===== src/rtl/note_sequencer.sv =====
// Multi-voice step sequencer: plays (pitch, length) steps from a pattern RAM at a programmable tempo.
// Optional SEQ_TRANSPOSE_EN adds a global signed transpose input applied to every voice.
module note_sequencer #(
  parameter int N_VOICES = 2,
  parameter int DEPTH    = 64,
  parameter int ADDR_W   = $clog2(DEPTH),
  parameter int NOTE_W   = 6,
  parameter int NOTE_MAX = 40,
  parameter int LEN_W    = 4,
  parameter int TICK_W   = 16,
  parameter int OFF_W    = 6
) (
  input  logic                         clk,
  input  logic                         rst,
  input  logic                         sample_tick,
  input  logic                         start,
  input  logic                         stop,
  input  logic [TICK_W-1:0]            tempo_div,
  input  logic [ADDR_W:0]              loop_len,
  input  logic [N_VOICES*OFF_W-1:0]    voice_offset,
`ifdef SEQ_TRANSPOSE_EN
  input  logic [OFF_W-1:0]             transpose,
`endif
  input  logic                         wr_en,
  input  logic [ADDR_W-1:0]            wr_addr,
  input  logic [NOTE_W-1:0]            wr_pitch,
  input  logic [LEN_W-1:0]             wr_len,
  output logic [N_VOICES*NOTE_W-1:0]   voice_note,
  output logic [N_VOICES-1:0]          gate,
  output logic [N_VOICES-1:0]          env_reset,
  output logic [ADDR_W-1:0]            step_idx,
  output logic                         playing,
  output logic                         loop_wrap
);

  localparam int WORD_W = NOTE_W + LEN_W;
  localparam int SUM_W  = NOTE_W + 2;
  localparam logic [NOTE_W-1:0] REST_CODE = '1;

  typedef enum logic [1:0] {IDLE, FETCH, PLAY} state_t;

  state_t              state;
  logic                fetch_phase;
  logic [TICK_W-1:0]   tick_cnt;
  logic [LEN_W-1:0]    unit_cnt;
  logic [LEN_W-1:0]    len_cur;

  logic [WORD_W-1:0]   mem [DEPTH];
  logic [WORD_W-1:0]   rd_data;

  // Pattern RAM: one write port, registered read of the current step.
  always_ff @(posedge clk) begin
    if (wr_en) begin
      mem[wr_addr] <= {wr_pitch, wr_len};
    end
    rd_data <= mem[step_idx];
  end

  logic [NOTE_W-1:0] rd_pitch;
  logic [LEN_W-1:0]  rd_len;
  logic              is_rest;
  assign rd_pitch = rd_data[WORD_W-1:LEN_W];
  assign rd_len   = rd_data[LEN_W-1:0];
  assign is_rest  = (rd_pitch == REST_CODE);

  logic [TICK_W-1:0] tdiv_last;
  logic [ADDR_W:0]   loop_eff;
  logic [ADDR_W:0]   loop_last;
  logic              unit_end;
  logic              step_end;

  assign tdiv_last = (tempo_div == '0) ? '0 : tempo_div - 1'b1;
  assign loop_eff  = ((loop_len == '0) || (loop_len > (ADDR_W+1)'(DEPTH))) ? (ADDR_W+1)'(DEPTH) : loop_len;
  assign loop_last = loop_eff - 1'b1;
  // >= keeps a lowered tempo_div from letting tick_cnt run past the boundary.
  assign unit_end  = (tick_cnt >= tdiv_last);
  assign step_end  = unit_end && (unit_cnt == len_cur - 1'b1);

  logic [SUM_W-1:0] trans_ext;
`ifdef SEQ_TRANSPOSE_EN
  assign trans_ext = {{(SUM_W-OFF_W){transpose[OFF_W-1]}}, transpose};
`else
  assign trans_ext = '0;
`endif

  logic [N_VOICES-1:0]        hit;
  logic [N_VOICES*NOTE_W-1:0] note_upd;

  generate
    for (genvar gi = 0; gi < N_VOICES; gi++) begin : gen_voice
      logic [OFF_W-1:0] off;
      logic [SUM_W-1:0] sum;
      logic             in_range;
      assign off      = voice_offset[gi*OFF_W +: OFF_W];
      // Two's-complement sum at NOTE_W+2 bits; the MSB is the sign.
      assign sum      = {2'b00, rd_pitch} + {{(SUM_W-OFF_W){off[OFF_W-1]}}, off} + trans_ext;
      assign in_range = !sum[SUM_W-1] && (sum <= SUM_W'(NOTE_MAX));
      assign hit[gi]  = in_range && !is_rest;
      assign note_upd[gi*NOTE_W +: NOTE_W] = hit[gi] ? sum[NOTE_W-1:0] : voice_note[gi*NOTE_W +: NOTE_W];
    end
  endgenerate

  always_ff @(posedge clk or posedge rst) begin
    if (rst) begin
      state       <= IDLE;
      fetch_phase <= 1'b0;
      tick_cnt    <= '0;
      unit_cnt    <= '0;
      len_cur     <= '0;
      voice_note  <= '0;
      gate        <= '0;
      env_reset   <= '0;
      step_idx    <= '0;
      playing     <= 1'b0;
      loop_wrap   <= 1'b0;
    end else begin
      loop_wrap <= 1'b0;
      if (stop) begin
        state       <= IDLE;
        fetch_phase <= 1'b0;
        tick_cnt    <= '0;
        unit_cnt    <= '0;
        gate        <= '0;
        env_reset   <= '0;
        step_idx    <= '0;
        playing     <= 1'b0;
      end else if (start) begin
        state       <= FETCH;
        fetch_phase <= 1'b0;
        tick_cnt    <= '0;
        unit_cnt    <= '0;
        env_reset   <= '0;
        step_idx    <= '0;
        playing     <= 1'b1;
      end else begin
        case (state)
          IDLE: ;
          FETCH: begin
            if (!fetch_phase) begin
              fetch_phase <= 1'b1;
            end else begin
              fetch_phase <= 1'b0;
              if (rd_len == '0) begin
                if (step_idx != '0) begin
                  step_idx  <= '0;
                  loop_wrap <= 1'b1;
                end else begin
                  state     <= IDLE;
                  playing   <= 1'b0;
                  gate      <= '0;
                  env_reset <= '0;
                end
              end else begin
                state      <= PLAY;
                len_cur    <= rd_len;
                tick_cnt   <= '0;
                unit_cnt   <= '0;
                voice_note <= note_upd;
                gate       <= hit;
                env_reset  <= hit;
              end
            end
          end
          PLAY: begin
            if (sample_tick) begin
              env_reset <= '0;
              if (unit_end) begin
                tick_cnt <= '0;
                if (step_end) begin
                  unit_cnt    <= '0;
                  state       <= FETCH;
                  fetch_phase <= 1'b0;
                  if ({1'b0, step_idx} == loop_last) begin
                    step_idx  <= '0;
                    loop_wrap <= 1'b1;
                  end else begin
                    step_idx <= step_idx + 1'b1;
                  end
                end else begin
                  unit_cnt <= unit_cnt + 1'b1;
                end
              end else begin
                tick_cnt <= tick_cnt + 1'b1;
              end
            end
          end
          default: state <= IDLE;
        endcase
      end
    end
  end

endmodule


===== config.mk =====
export PLATFORM = sky130hd
export DESIGN_NAME = note_sequencer
export DESIGN_NICKNAME = d
export VERILOG_FILES = /design/src/rtl/note_sequencer.sv
export SDC_FILE = /design/constraint.sdc
export NUM_CORES = 1
export LEC_CHECK = 0
export ABC_AREA = 1
export CAP_MARGIN = 20
export CORE_MARGIN = 5
export CORE_UTILIZATION = 25
export CTS_BUF_LIST = sky130_fd_sc_hd__clkbuf_4 sky130_fd_sc_hd__clkbuf_8 sky130_fd_sc_hd__clkbuf_16
export CTS_CLUSTER_DIAMETER = 30
export CTS_CLUSTER_SIZE = 16
export DETAILED_ROUTE_END_ITERATION = 8
export DONT_BUFFER_PORTS = 1
export GPL_ROUTABILITY_DRIVEN = 1
export SLEW_MARGIN = 40
export SYNTH_ARGS = -nofsm -noshare
export SYNTH_HDL_FRONTEND = slang
export SYNTH_SLANG_ARGS = --single-unit

===== constraint.sdc =====
create_clock -name clk -period 2 [get_ports clk]
set_input_delay 0.6 -clock clk [delete_from_list [all_inputs] [get_ports clk]]
set_output_delay 0.6 -clock clk [all_outputs]
set_load 0.02 [all_outputs]

After elaboration in Yosys (flattened, before gate mapping)
Memory sizes are Yosys's and may differ from the RTL's. A register that Yosys moved wholly into a read port is not among the register bits.
Index checks and enable logic that the tools add are counted.
{"block": "totals", "register_bits": 51, "latch_bits": 0, "mem_bits_rw": 640, "mem_bits_ro": 0, "output_inout_bits": 24, "elab_cells": 146, "n_memories": 1}
{"memory": "mem", "depth": 64, "width": 10, "read_ports": 1, "rd_clocked_by_memory_dff": 1, "wr": 1, "line": "48", "text": "logic [WORD_W-1:0] mem [DEPTH];"}
{"block": "classes", "n_addsub": 8, "n_mul": 0, "n_div": 0, "n_lt_le_gt_ge": 4, "n_eq_ne": 17, "n_shift": 0, "n_mux": 70, "bitwise": 3, "n_reduce_logical": 31}
{"operator": "16-bit two-way mux", "count": 7}
{"operator": "6-bit two-way mux", "count": 9}
{"operator": "2-bit two-way mux", "count": 16}
{"operator": "16-bit case mux with 2 select lines", "count": 1}
{"operator": "4-bit two-way mux", "count": 7}
{"operator": "4-bit inequality test, second input constant", "count": 7}
{"operator": "1-bit two-way mux", "count": 23}
{"operator": "4-bit AND reduction", "count": 5}
{"operator": "6-bit AND reduction", "count": 3}
{"operator": "16-bit by 1-bit adder with 16-bit output, second input constant", "count": 1}
{"operator": "7-bit by 6-bit adder with 8-bit output", "count": 2}
{"operator": "16-bit greater-or-equal comparator", "count": 1}
{"operator": "8-bit by 6-bit <= comparator with 1-bit output, second input constant", "count": 2}
{"operator": "16-bit logical NOT", "count": 1}
{"operator": "16-bit by 1-bit subtractor with 16-bit output, second input constant", "count": 1}
{"operator": "6-bit case mux with 2 select lines", "count": 1}
{"operator": "5-bit AND reduction", "count": 2}
{"operator": "3-bit inequality test, second input constant", "count": 3}
{"operator": "3-bit nonzero test", "count": 3}
{"operator": "4-bit case mux with 2 select lines", "count": 1}
{"operator": "6-bit by 7-bit == test with 1-bit output", "count": 1}
{"operator": "7-bit > comparator, second input constant", "count": 1}
{"operator": "7-bit logical NOT", "count": 1}
{"operator": "7-bit two-way mux", "count": 1}
{"operator": "23 further kinds", "count": 33}

Longest topological paths before layout
{"block": "logic_depth", "word_depth": 12, "depth_mapped": 23, "mapped_depth_nobuf": 23}

Least setup slack after synthesis
No wires, ideal clock.
{"block": "synth_timing", "kind": "input-to-reg", "start": "in tempo_div[11]", "end": "reg step_idx[1]", "setup_time_ps": 65, "arrival_time_ps": 2930, "required_time_ps": 1935, "setup_slack_ps": -994, "stages": 17, "path_buffers": 0, "path_cell_list": "nor2_1 inv_1 nor4_1 nand3_1 xor2_1 nand2_1 ha_1 nand2_1 nor3_1 nand3_1 nand3_1 nand2_1 nand2_1 nand2_1 inv_1 nand3b_1 nand2_1"}
{"block": "synth_via", "elab_chain_cells": 6}
{"element": "start, declared", "line": "18", "text": "input logic [TICK_W-1:0] tempo_div,"}
{"element": "16-bit by 1-bit subtractor with 16-bit output or 16-bit logical NOT (tied branches)", "line": "72", "text": "assign tdiv_last = (tempo_div == '0) ? '0 : tempo_div - 1'b1;"}
{"element": "16-bit two-way mux (*)", "line": "72"}
{"element": "16-bit greater-or-equal comparator (*)", "line": "76", "text": "assign unit_end = (tick_cnt >= tdiv_last);"}
{"element": "1-bit logical AND", "line": "77", "text": "assign step_end = unit_end && (unit_cnt == len_cur - 1'b1);"}
{"element": "4-bit inequality test (no line)"}
{"element": "7-bit AND reduction (no line) (*)"}
{"element": "end signal, assigned", "line": "177", "text": "step_idx <= step_idx + 1'b1;"}
{"element": "end, declared", "line": "31", "text": "output logic [ADDR_W-1:0] step_idx,"}
Mark *: on every way between the ends. The rest lies on a longest branch, timed or not.
A chain may end at the register's enable or synchronous reset.

Final worst setup path
{"block": "layout_timing", "start": "in tempo_div[1]", "end": "reg step_idx[1]"}
The elaborated chain is that of the path after synthesis.

==> summary.md <==
| Metric | Value |
|---|---|
| Gr ovfl total | 0 |
| Final core utilization | 0.346 |
| CTS tree | done |
| Synth Warn # | 0 |
| Largest net degree at the start of global routing | 57 |
| Pre-antenna DRT Iters | 7 |
| DP Worst Slack | -926 ps |
| Number of synthesized flops with an enable pin | 640 |
| RSZ-0062 raised after global routing | yes |
| Total Routing Usage GR | 0.136 |
| DR DRC count | 0 |
| Vias/cell | 4.84 |
| CTS H-Tree Depth | 3 |
| Sequential fraction of the synthesis area | 0.697 |
| VDD IR max | 0.826 mV |
| Post-synth top area share | 0.647 |
| WL final | 93,700 um |
| Clock Skew | 89.9 ps |
| Vias in the first global route | 20,800 |
| WP data arrival | 2740 ps |
| P&R area growth vs syn | 37.5% |
| First DRT Iteration DRCs | 2,449 |
| Nets | 2,976 |
| Post-Syn Nets | 2,624 |
| Post-Place Cells | 4,187 |
| Final ANT Viol Nets | 0 |
| Worst-margin pin slew | 842 ps |
| Fillers | 11,300 |
| DR vias | 21,900 |
| Asr flop ratio synth | 0.0728 |
| Multi-input gate area | 9230 um^2 |
| Non-Filler Instances | 4,523 |
| CTS root buffer | clkbuf_16 |
| Die Span X | 355 um |
| PnR Total Power | 0.0386 W |
| Crit path required time | 2510 ps |
| Min cycle time layout | 2230 ps |
| Die H | 355 um |
| Violated checks | setup timing |
| Status | finished with violations |
| CTS max path bufs | 3 |
| IO Count | 81 |
| Fmax | 448 MHz |
| Max-slew violations | 0 |
| Hold Fails Final Rpt | 0 |
| Reg area | 20,700 um^2 |
| Placed wire-length estimate | 51,600 um |
| Clock slew at reported path FFs | 50 ps |
| Rows | 126 |
| Synth unique cells | 42 |
| Initial antenna violation count | 8 |
| Syn avg cell area | 11.8 um^2 |
| Crit Path Class | primary input to flop |
| Cell taking the most area after synthesis | edfxtp_1 |
| HP Class | primary input to flop |
| Port bufs | 0 |
| Mapped Area | 29,700 um^2 |
| Normalized max-slew margin | 0.437 |
| CP Max Fanout | 7 |
| Hold slack | 40.2 ps |
| Power per Cell Area | 946 nW/um^2 |
| Startpoint types | primary input |
| TritonCTS Buffers | 119 |
| Period utilization | 1.12 |
| Core ar. | 118,000 um^2 |
| Final GP Congestion | 0.860 |
| Setup crit end kind | flop |
| Syn Inst Count | 2,524 |
| Pleak | 14.7 nW |
| First-pass GRT wire length | 131,000 um |
| Routed wire per std cell | 20.7 um |
| Skew-Pair Late Insertion Delay | 710 ps |
| Synth area leaders | edfxtp_1, o21ai_0, nor2_1, dfrtp_1, nand2_1 |
| Final WS setup | -233 ps |
| Initial core utilization | 0.252 |
| CTS sink cnt | 701 |
| Max capacitance violation total | 0 |
| Final Setup Violations | 58 |
| Main flop type after synthesis | edfxtp_1 |
| Share of layout cells above drive strength 1 | 0.283 |
| Full die area | 126,000 um^2 |
| Register bit total from synthesis | 701 |
[registers in the layout, indices dropped and copies added (netlist names), 2 cells and up]
signal and cells:
state 2, env_reset 2, voice_note 12, mem 640
gate 2, unit_cnt 4, tick_cnt 16, step_idx 6
rd_data 10, len_cur 4
[power breakdown]
part	internal, W	switching (W)	total, W
registers	0.0162	0.000108	0.0163
logic	0.000475	0.000757	0.00123
clock network	0.0137	0.00739	0.0211
[per-stage QoR]
stage / setup TNS, ps / cell area (um^2)
2_1_floorplan: -21630 / 29900
3_3_place_gp: -30890 / 33700
3_5_place_dp: -32200 / 33700
4_1_cts: -6050 / 39000
5_1_grt: -17670 / 40800
6_report: -9080 / 40800
[critical path, stage by stage]
cell and delay, ps:
nor2_4 90, nand3_2 70, inv_2 80, nand2_4 60, nor4_4 210, a21oi_1 100
nand3b_1 180, ha_1 320, nand2_1 60, inv_1 30, nor2_1 90, o21ai_1 90
a21oi_2 150, nand3_2 120, nand2_4 120, nand2_8 70, nand2_8 100, inv_8 50
nand3b_1 70, nand2_1 60
[what timing repair did]
item | CTS | global route
endpoints found under the hold margin | 456 | 7
gates cloned | 6 | 20
buffers inserted | 17 | 43
hold buffers | 20 | 1
gates resized for setup | 106 | 298
setup endpoints to repair | 57 | 58
pin swaps | 26 | 132
[cell usage after synthesis (30+ instances only)]
master / n
nand2_1: 231
nand3_1: 148
nor2_1: 446
edfxtp_1: 640
a21oi_1: 64
o221ai_1: 62
dfrtp_1: 51
inv_1: 107
o22ai_1: 99
o21ai_0: 350
clkbuf_1: 97
ha_1: 41
buf_2: 30
[path summary, 6_finish.rpt]
kind / slack (ps) / depth (start not counted) / startpoint / end
setup / recovery: -230 / 20 / tempo_div[1] / step_idx[1]
max in group asynchronous: 1050 / 3 / rst / unit_cnt[3]
hold reg to reg: 480 / 2 / rd_data[2] / len_cur[2]
min in group asynchronous: 450 / 2 / rst / voice_note[3]
hold / removal: 40 / 0 / wr_pitch[1] / mem[0][5]
setup reg to reg: -190 / 11 / step_idx[0] / rd_data[9]
[metal layers]
metal  vias to the layer above  share of wire  GRT usage
met5                         -        0.00013          0
met4                         2          0.030     0.0490
li1                       9992              -          -
met1                     10700           0.41      0.180
met2                      1027           0.44      0.207
met3                       160           0.11     0.0447
[cells by family (layout without fill, tap and decap cells)]
family                   Yosys count  after routing  synth area share
AO/OA/AOI/OAI                    610            610             0.117
other                              0              5                 0
adder cells (fa/ha/maj)           43             43            0.0186
flip-flops                       701            701             0.697
XOR/XNOR                          30             30           0.00885
AND/OR/NAND/NOR                  890            890             0.125
buffers and inverters            250            708            0.0331
[cells in the final DEF (no fill, tap or decap), types with 14 or more instances in the layout]
cell type,Yosys,routed
dfrtp_1,51,47
nand2_4,2,14
clkinv_1,1,18
ha_1,41,35
nand3_1,148,79
a21oi_2,1,17
bufinv_16,0,19
nand2_2,3,28
clkinv_4,0,14
o21ai_1,6,69
inv_6,0,16
nand2_1,231,192
buf_6,1,32
xor2_1,20,20
o211ai_1,20,20
nor2_1,446,415
buf_12,0,46
nand3_2,1,62
clkinv_2,0,16
o221ai_1,62,46
o21ai_2,0,28
o21ai_0,350,257
edfxtp_1,640,640
clkbuf_16,0,138
o22ai_1,99,87
inv_1,107,92
nor3_1,22,18
a21oi_1,64,47
buf_4,0,239
o221ai_2,0,16
nor2_2,4,26
[layout make-up]
cell class	count	area share
inverters	111	0.0121
diodes	5	0.000307
clock buffers	133	0.0760
clock inverters	94	0.0281
repair buffers	368	0.102
multi-input cells	1573	0.226
repair inverters	2	0.000705
well taps	1536	0.0471
flip-flops and latches	701	0.508
Power figures use the tool's default switching activity.
